**config.mk**
```make
export PLATFORM = sky130hd
export DESIGN_NAME = sdram_fb_arbiter
export DESIGN_NICKNAME = d
export VERILOG_FILES = /design/src/rtl/sdram_fb_arbiter.sv
export SDC_FILE = /design/constraint.sdc
export NUM_CORES = 1
export LEC_CHECK = 0
export ABC_CLOCK_PERIOD_IN_PS = 12200
export BUFFER_PORTS_ARGS = -buffer_cell sky130_fd_sc_hd__buf_4
export CAP_MARGIN = 5
export CORE_ASPECT_RATIO = 0.9
export CORE_MARGIN = 2
export CORE_UTILIZATION = 47
export DETAILED_ROUTE_END_ITERATION = 7
export GPL_TIMING_DRIVEN = 0
export MAX_ROUTING_LAYER = met4
export PLACE_DENSITY_LB_ADDON = 0.15
export SYNTH_ARGS = -nofsm -noshare
export SYNTH_HDL_FRONTEND = slang
export SYNTH_SLANG_ARGS = --single-unit
export TNS_END_PERCENT = 5
```
**constraint.sdc**
```tcl
create_clock -name clk_ref -period 12.2 [get_ports clk_ref]
set_input_delay 0.61 -clock clk_ref [delete_from_list [all_inputs] [get_ports clk_ref]]
set_output_delay 0.61 -clock clk_ref [all_outputs]
set_load 0.01 [all_outputs]
```
**src/rtl/sdram_fb_arbiter.sv**
```systemverilog
// Triple-buffered SDRAM frame-buffer arbiter: issues write/read burst requests from FIFO fill
// levels and rotates three frame buffers so the display never reads the frame being captured.
module sdram_fb_arbiter #(
  parameter int                ADDR_W     = 22,
  parameter int                LEN_W      = 9,
  parameter int                LVL_W      = 10,
  parameter int                RDF_DEPTH  = 512,
  parameter logic [ADDR_W-1:0] BASE_ADDR  = '0,
  parameter logic [ADDR_W-1:0] BUF_STRIDE = 22'h100000,
  parameter int                ARB_MODE   = 0
) (
  input  logic              clk_ref,
  input  logic              rst,
  input  logic [LEN_W-1:0]  wr_length,
  input  logic [LEN_W-1:0]  rd_length,
  input  logic [ADDR_W-1:0] frame_words,
  input  logic              wr_start,
  input  logic              rd_enable,
  input  logic [LVL_W-1:0]  wrf_level,
  input  logic [LVL_W-1:0]  rdf_level,
  input  logic              sdram_init_done,
  output logic              sdram_wr_req,
  input  logic              sdram_wr_ack,
  output logic [ADDR_W-1:0] sdram_wraddr,
  output logic              sdram_rd_req,
  input  logic              sdram_rd_ack,
  output logic [ADDR_W-1:0] sdram_rdaddr,
  output logic              rdf_flush,
  output logic              frame_write_done,
  output logic              frame_read_done,
  output logic [1:0]        wr_buf,
  output logic [1:0]        rd_buf
);

  localparam int CMP_W = LVL_W + 2;
  localparam int LVW_W = LVL_W + LEN_W;

  typedef enum logic [2:0] {IDLE, WR_REQ, WR_BURST, RD_REQ, RD_BURST} state_t;

  state_t              state;
  logic [1:0]          ready_buf;
  logic                fresh;
  logic                has_frame;
  logic                wr_active;
  logic                start_pend;
  logic                last_wr;
  logic [ADDR_W-1:0]   wr_off;
  logic [ADDR_W-1:0]   rd_off;

  logic                wr_lvl_ok;
  logic signed [CMP_W-1:0] rd_room;
  logic signed [CMP_W-1:0] rdf_lvl_s;
  logic                rd_space_ok;
  logic [ADDR_W:0]     wr_end;
  logic [ADDR_W:0]     rd_end;
  logic                wr_last;
  logic                rd_last;
  logic                wr_pend;
  logic                rd_pend;
  logic                grant_wr;
  logic                grant_rd;
  logic                rd_frame_start;
  logic [1:0]          rd_sel;

  function automatic logic [ADDR_W-1:0] buf_base(input logic [1:0] b);
    return BASE_ADDR + ADDR_W'(b) * BUF_STRIDE;
  endfunction

  // Room check is signed so a burst longer than the FIFO never looks like it fits.
  assign rd_room     = CMP_W'(RDF_DEPTH) - CMP_W'(rd_length);
  assign rdf_lvl_s   = $signed(CMP_W'(rdf_level));
  assign rd_space_ok = rdf_lvl_s <= rd_room;
  assign wr_lvl_ok   = LVW_W'(wrf_level) >= LVW_W'(wr_length);

  assign wr_end  = {1'b0, wr_off} + (ADDR_W+1)'(wr_length);
  assign rd_end  = {1'b0, rd_off} + (ADDR_W+1)'(rd_length);
  assign wr_last = wr_end >= {1'b0, frame_words};
  assign rd_last = rd_end >= {1'b0, frame_words};

  always_comb begin
    wr_pend = sdram_init_done & wr_active & (wr_length != '0) & wr_lvl_ok & ~wr_start;
    rd_pend = sdram_init_done & rd_enable & has_frame & (rd_length != '0) & rd_space_ok;
    if (ARB_MODE == 0) grant_wr = wr_pend;
    else               grant_wr = wr_pend & (~rd_pend | ~last_wr);
    grant_rd       = rd_pend & ~grant_wr;
    rd_frame_start = (rd_off == '0);
    rd_sel         = (rd_frame_start && fresh) ? ready_buf : rd_buf;
  end

  always_ff @(posedge clk_ref) begin
    if (rst) begin
      state            <= IDLE;
      sdram_wr_req     <= 1'b0;
      sdram_rd_req     <= 1'b0;
      sdram_wraddr     <= BASE_ADDR;
      sdram_rdaddr     <= BASE_ADDR;
      rdf_flush        <= 1'b1;
      frame_write_done <= 1'b0;
      frame_read_done  <= 1'b0;
      wr_buf           <= 2'd0;
      ready_buf        <= 2'd1;
      rd_buf           <= 2'd2;
      fresh            <= 1'b0;
      has_frame        <= 1'b0;
      wr_active        <= 1'b0;
      start_pend       <= 1'b0;
      last_wr          <= 1'b0;
      wr_off           <= '0;
      rd_off           <= '0;
    end else begin
      frame_write_done <= 1'b0;
      frame_read_done  <= 1'b0;
      rdf_flush        <= ~rd_enable;

      if (wr_start && (state == IDLE || state == RD_REQ || state == RD_BURST)) begin
        wr_active <= 1'b1;
        wr_off    <= '0;
      end

      case (state)
        IDLE: begin
          if (grant_wr) begin
            sdram_wraddr <= buf_base(wr_buf) + wr_off;
            sdram_wr_req <= 1'b1;
            last_wr      <= 1'b1;
            state        <= WR_REQ;
          end else if (grant_rd) begin
            // Frame start takes the newest completed buffer; the old one becomes the spare.
            if (rd_frame_start && fresh) begin
              rd_buf    <= ready_buf;
              ready_buf <= rd_buf;
              fresh     <= 1'b0;
            end
            sdram_rdaddr <= buf_base(rd_sel) + rd_off;
            sdram_rd_req <= 1'b1;
            last_wr      <= 1'b0;
            state        <= RD_REQ;
          end
        end
        WR_REQ: begin
          if (wr_start) start_pend <= 1'b1;
          if (sdram_wr_ack) begin
            sdram_wr_req <= 1'b0;
            state        <= WR_BURST;
          end
        end
        WR_BURST: begin
          if (!sdram_wr_ack) begin
            state <= IDLE;
            if (start_pend || wr_start) begin
              wr_off     <= '0;
              wr_active  <= 1'b1;
              start_pend <= 1'b0;
            end else if (wr_last) begin
              // rd_buf cannot change in this state, so it already is the next-cycle read buffer.
              wr_off           <= '0;
              wr_active        <= 1'b0;
              frame_write_done <= 1'b1;
              ready_buf        <= wr_buf;
              wr_buf           <= 2'd3 - rd_buf - wr_buf;
              fresh            <= 1'b1;
              has_frame        <= 1'b1;
            end else begin
              wr_off <= wr_off + ADDR_W'(wr_length);
            end
          end else if (wr_start) begin
            start_pend <= 1'b1;
          end
        end
        RD_REQ: begin
          if (sdram_rd_ack) begin
            sdram_rd_req <= 1'b0;
            state        <= RD_BURST;
          end
        end
        RD_BURST: begin
          if (!sdram_rd_ack) begin
            state <= IDLE;
            if (rd_enable) begin
              if (rd_last) begin
                rd_off          <= '0;
                frame_read_done <= 1'b1;
              end else begin
                rd_off <= rd_off + ADDR_W'(rd_length);
              end
            end
          end
        end
        default: state <= IDLE;
      endcase

      // Display off: the next read always restarts a frame.
      if (!rd_enable) rd_off <= '0;
    end
  end

endmodule

```
# [After elaboration in Yosys (flattened, before gate mapping)]
# Cells that the tools add are included.
[classes] addsub=9 order_cmp=4 n_eq_ne=16 muxes=46 bitwise_logic=17 reduce_logical=25
[ops] cell="22-bit 2-to-1 mux" n=6
[ops] cell="22-bit by 9-bit adder with 23-bit output" n=2
[ops] cell="23-bit by 22-bit greater-or-equal comparator with 1-bit output" n=2
[ops] cell="22-bit adder" n=2
[ops] cell="22-bit by 9-bit adder with 22-bit output" n=2
[ops] cell="22-bit logical NOT" n=1
[ops] cell="1-bit 2-to-1 mux" n=21
[ops] cell="2-bit != test (second input constant)" n=10
[ops] cell="3-bit 2-to-1 mux" n=6
[ops] cell="9-bit nonzero test" n=2
[ops] cell="3-bit one-hot mux with 5 select lines" n=1
[ops] cell="2-bit 2-to-1 mux" n=7
[ops] cell="11-bit less-or-equal comparator" n=1
[ops] cell="10-bit by 9-bit subtractor with 11-bit output (first input constant)" n=1
[ops] cell="10-bit by 9-bit greater-or-equal comparator with 1-bit output" n=1
[ops] cell="1-bit bitwise AND" n=9
[ops] cell="1-bit NOT" n=8
[ops] cell="1-bit one-hot mux with 2 select lines" n=4
[ops] cell="4-bit AND reduction" n=2
[ops] cell="2-bit nonzero test" n=4
[ops] cell="4-bit OR reduction" n=2
[ops] cell="7-bit AND reduction" n=1
[ops] cell="3-bit by 2-bit == test with 1-bit output (second input constant)" n=2
[ops] cell="3-bit != test (second input constant)" n=2
[ops] cell="12 further kinds" n=18
[totals] regBits=106 out_inout_bits=53 word_cells=134

# [Logic depth before layout (Yosys ltp)]
[logic_depth] ltp_word=9 ltp_mapped=19 depth_no_buf=16

# [Least setup slack after synthesis]
# OpenSTA, ideal clock, no wires.
[synth_timing] path_kind="in2reg" startpoint="input wr_length[0]" endpoint="register ready_buf[1]" setup_ns=0.123 arrival_time_ns=4.150 t_required_ns=12.077 slack_ns=7.927 cell_stages=16 path_cell_list="ha_1 -> inv_1 -> fa_1 -> nor2b_1 -> o2111ai_2 -> a311oi_1 -> nand4_1 -> xnor2_1 -> ha_1 -> nand4_1 -> nor4_1 -> a211oi_1 -> o2bb2ai_1 -> nor3_1 -> a221oi_2 -> mux2_1"
[synth_via] elab_chain_len=8 word_cells_on_any_way=13
[synth_lines] item="start, declared" line="14" text="input logic [LEN_W-1:0] wr_length,"
[synth_lines] item="parallel branches: the longest is 7 deep, another holds 22-bit by 9-bit adder with 23-bit output"
[synth_lines] item="7-bit AND reduction (no source line) (*)"
[synth_lines] item="end signal, assigned" line="131" text="ready_buf <= rd_buf;"
[synth_lines] item="end signal, assigned" line="159" text="ready_buf <= wr_buf;"
[synth_lines] item="end, declared" line="41" text="logic [1:0] ready_buf;"
# Mark *: on every way between the ends.
# A chain may end at the register's enable or synchronous reset.

# [Final worst setup path]
[layout_timing] startpoint="register wr_off[0]" endpoint="register wr_off[13]"
[layout_via] elab_chain_len=6 word_cells_on_any_way=7
[layout_lines] item="start, declared" line="47" text="logic [ADDR_W-1:0] wr_off;"
[layout_lines] item="start signal, assigned" line="164" text="wr_off <= wr_off + ADDR_W'(wr_length);"
[layout_lines] item="22-bit by 9-bit adder with 23-bit output" line="75" text="assign wr_end = {1'b0, wr_off} + (ADDR_W+1)'(wr_length);"
[layout_lines] item="23-bit by 22-bit greater-or-equal comparator with 1-bit output" line="77" text="assign wr_last = wr_end >= {1'b0, frame_words};"
[layout_lines] item="22-bit 2-to-1 mux (*)" line="154" text="end else if (wr_last) begin"
[layout_lines] item="22-bit 2-to-1 mux (*)" line="150" text="if (start_pend || wr_start) begin"
[layout_lines] item="22-bit 2-to-1 mux (*)" line="148" text="if (!sdram_wr_ack) begin"
[layout_lines] item="22-bit 2-to-1 mux (*)" line="120" text="case (state)"
# Every way passes the cells marked *; elsewhere a longest branch is shown, timed or not.

==> reports/results.tsv <==
stage	metric	value	unit
die	starting density of the core	0.483	
yosys	Synth Net Count	993	
clock_tree	Post-CTS Resized	0	
grt	pin count of the biggest net entering global routing	18	
critical_path	R2R Path End	wr_off[13]	
clock_tree	CTS tree	built	
power_and_ir_drop	Psw	0.244	mW
routing	drt via density	5.50	
critical_path	CP endpoint	wr_off[13]	
power_and_ir_drop	Clk pwr share	0.358	
timing	Fin Setup TNS	0	ps
critical_path	R2R depth	17	
clock_tree	Clock Path Buffers	2	
clock_tree	clock sink count	106	
critical_path	CP arrival	5210	ps
hold_path	Worst Hold Class	primary input to register	
critical_path	CP Launch Type	register	
grt	global-route wire length before repair	31500	um
grt	Overall Global Routing Usage	0.256	
routing	Detail Route Antenna Nets	0	
status	status	complete, no violations	
yosys	YS warnings	0	
clock_tree	CTS Root Cell	clkbuf_16	
finish	synthesis-to-finish area growth	20.0	%
finish	ANT cells	0	
finish	Net count, final	1122	
yosys	syn avg cell area	8.51	sq um
clock_tree	Hold Buf Count CTS	0	
routing	drt pass-1 iters	6	
timing	Final period util	0.404	
power_and_ir_drop	Sequential Power Share	0.435	
critical_path	Critical Path RT	12480	ps
place	port bufs	118	
yosys	ys async rst share	0	
clock_tree	H-tree lvl count	3	
routing	Wirelength per Cell	16.7	um
yosys	register area share after synthesis	0.297	
power_and_ir_drop	Sw Share	0.297	
die	Die ar.	16200	sq um
timing	Slew @ Worst Pin	793	ps
routing	Starting DRT DRC Count	452	
power_and_ir_drop	logic gate share of total power	0.207	
critical_path	Critical Setup Path Class	register to register	
die	row cnt	42	
yosys	Synth Flop Type	dfxtp_1	
clock_tree	clock transition at the registers of the reported paths	70	ps
routing	Post-route DRC	0	
critical_path	kind of end point of the critical path	register	
power_and_ir_drop	pwr/cell area	96.1	nW/um^2
yosys	post-synth cell types	69	
die	DIE WIDTH	134	um
timing	Worst Hold Margin	470	ps
timing	Slew HR	0.468	
clock_tree	CTS Buf Count	9	
timing	final setup fails	0	
routing	WL final	19600	um
routing	top sig layer	met4	
grt	vias in the first global route	6061	
place	DP Worst Slack	7010	ps
timing	Final Hold Fails	0	
critical_path	r2r setup slk	7270	ps
critical_path	worst-path maximum fanout	10	
routing	via count	6433	
die	Die H	121	um
routing	DR WL met3	1250	um
clock_tree	Setup Fix Bufs, Post-CTS	0	
timing	final worst path period need	4930	ps
timing	fin worst setup slack	7270	ps
power_and_ir_drop	leakage	3.76	nW
timing	Worst Skew	9.82	ps
finish	proportion of layout cells with a drive suffix above 1	0.164	
clock_tree	insertion delay of the later-clocked pin in the worst-skew pair	360	ps
yosys	Mapped Cells	838	
yosys	Mapped Area	7130	sq um
routing	wire length on met2	8360	um
power_and_ir_drop	Peak VDD IR	82.5	uV
yosys	#FFs+latches synth	106	
timing	RSZ-0062 raised after global routing	no	
timing	fmax	203	MHz
place	hpwl dp	15500	um
routing	WL met1	9810	um
timing	max-slew violation count	0	
power_and_ir_drop	Pint	0.579	mW
grt	initial antenna violation count	0	
critical_path	reg2reg start	wr_off[0]	
die	Core ar.	14800	sq um
critical_path	Setup crit start	wr_off[0]	
grt	total grt overflow	0	
die	I/O pins	120	
place	RePlAce Congestion	0.952	
run	Max Cap Violations	0	
yosys	EDFF count, synth	0	
## area by class of cell
| type | instances | area, sq um |
|---|---|---|
| well taps | 198 | 248 |
| flip-flops and latches | 106 | 2120 |
| fillers | 1406 | 6210 |
| multi-input cells | 637 | 4640 |
| clock buffers | 9 | 225 |
| plain buffers | 37 | 159 |
| inverters | 58 | 218 |
| clock inverters | 6 | 66.3 |
| repair buffers | 118 | 886 |
## layer usage
metal	GRT usage	vias up
met5	-	-
met3	0.0464	13
met1	0.367	2961
met4	0.0485	0
met2	0.380	181
li1	-	3278
## synth_stat cells, types with 3 or more instances
cell type | n | area, sq um
nor2_1 | 102 | 383
buf_2 | 9 | 45.0
a22o_1 | 15 | 131
a21oi_1 | 42 | 210
nand2_1 | 48 | 180
o211ai_1 | 7 | 52.6
nand3b_1 | 8 | 60.1
nor2b_1 | 7 | 43.8
a21o_1 | 11 | 82.6
nor4_1 | 11 | 68.8
mux2i_1 | 49 | 490
and3_1 | 7 | 43.8
xor2_1 | 15 | 131
and2_1 | 4 | 25.0
nand2b_1 | 3 | 18.8
nand4_1 | 16 | 100
o21ai_1 | 3 | 15.0
and4_1 | 5 | 43.8
nor3_1 | 14 | 70.1
dfxtp_1 | 106 | 2120
a211oi_1 | 4 | 30.0
clkbuf_1 | 25 | 93.8
nor3b_1 | 3 | 22.5
inv_1 | 57 | 214
o21ai_0 | 15 | 75.1
xnor2_1 | 35 | 307
o21a_1 | 6 | 45.0
a31oi_1 | 14 | 87.6
nand4b_1 | 3 | 26.3
or3b_1 | 4 | 35.0
a22oi_1 | 15 | 113
ha_1 | 86 | 1080
a21boi_0 | 3 | 22.5
o31ai_1 | 6 | 45.0
nand3_1 | 36 | 180
o2111ai_1 | 3 | 26.3
## logic make-up after synthesis
family | synth area share
AND/OR/NAND/NOR | 0.202
AO/OA/AOI/OAI | 0.157
flip-flops | 0.297
buffers and inverters | 0.0528
adder cells (fa/ha/maj) | 0.156
multiplexers | 0.0735
XOR/XNOR | 0.0614
## through the flow
| step | utilization | total power, mW | instances | instance area [sq um] |
|---|---|---|---|---|
| detailed placement | 0.560 | 0.533 | 1154 | 8270 |
| floorplan | - | 0.475 | 838 | 7130 |
| global route | 0.580 | 0.860 | 1169 | 8560 |
| global placement | 0.560 | 0.531 | 1154 | 8270 |
| finish | 0.580 | 0.823 | 1169 | 8560 |
| CTS | 0.580 | 0.827 | 1169 | 8560 |
## how the worst min path moves through the flow
stage,startpoint,end,slack (ps),cells after the start
after floorplan,fresh,fresh,430,2
after global placement,fresh,fresh,460,2
after detailed placement,fresh,fresh,460,2
after CTS,sdram_rd_ack,frame_read_done,460,2
after global routing,sdram_rd_ack,sdram_rd_req,470,2
final,sdram_rd_ack,frame_read_done,470,2
## cells in the final DEF, fill, tap and decap left out, types with 7 or more instances in the layout
master / netlist / routed
nor2_1: 102 / 102
nor4_1: 11 / 11
nor2b_1: 7 / 7
xnor2_1: 35 / 35
inv_1: 57 / 57
o21ai_0: 15 / 15
a31oi_1: 14 / 14
nand4_1: 16 / 16
and3_1: 7 / 7
nand3_1: 36 / 36
nand2_1: 48 / 48
ha_1: 86 / 86
a22o_1: 15 / 15
clkbuf_16: 0 / 9
o211ai_1: 7 / 7
a22oi_1: 15 / 15
nand3b_1: 8 / 8
xor2_1: 15 / 15
a21o_1: 11 / 11
a21oi_1: 42 / 42
dfxtp_1: 106 / 106
clkbuf_1: 25 / 25
nor3_1: 14 / 14
mux2i_1: 49 / 49
buf_2: 9 / 9
buf_4: 2 / 120
## worst max-delay path, stage by stage, from the launching register on
cell,delay (ps)
dfxtp_1,380
ha_1,180
inv_1,60
fa_1,410
nor2b_1,200
o2111ai_2,160
a311oi_1,670
nand4_1,200
xnor2_1,290
ha_1,310
nand4_1,130
nor4_1,100
a211oi_1,260
o2bb2ai_1,150
nor4_4,490
clkbuf_1,550
nand3_1,140
a31oi_1,170
## power by group through the flow
stage                     Clock [mW]  Sequential, mW  Combinational, mW
after floorplan                    0           0.365              0.111
after global placement             0           0.366              0.165
after detailed placement           0           0.366              0.167
after CTS                      0.300           0.358              0.169
after global routing           0.313           0.358              0.189
final                          0.295           0.358              0.170
## sequential cells by signal, summed over array words and instances, names as in the netlist
register and count:
has_frame 1, sdram_wraddr 22, wr_off 22, sdram_rd_req 1, frame_write_done 1, rdf_flush 1, rd_off 22, sdram_wr_req 1
state 3, fresh 1, wr_buf 2, rd_buf 2, sdram_rdaddr 22, ready_buf 2, frame_read_done 1, wr_active 1
start_pend 1
Power figures use the tool's default switching activity.
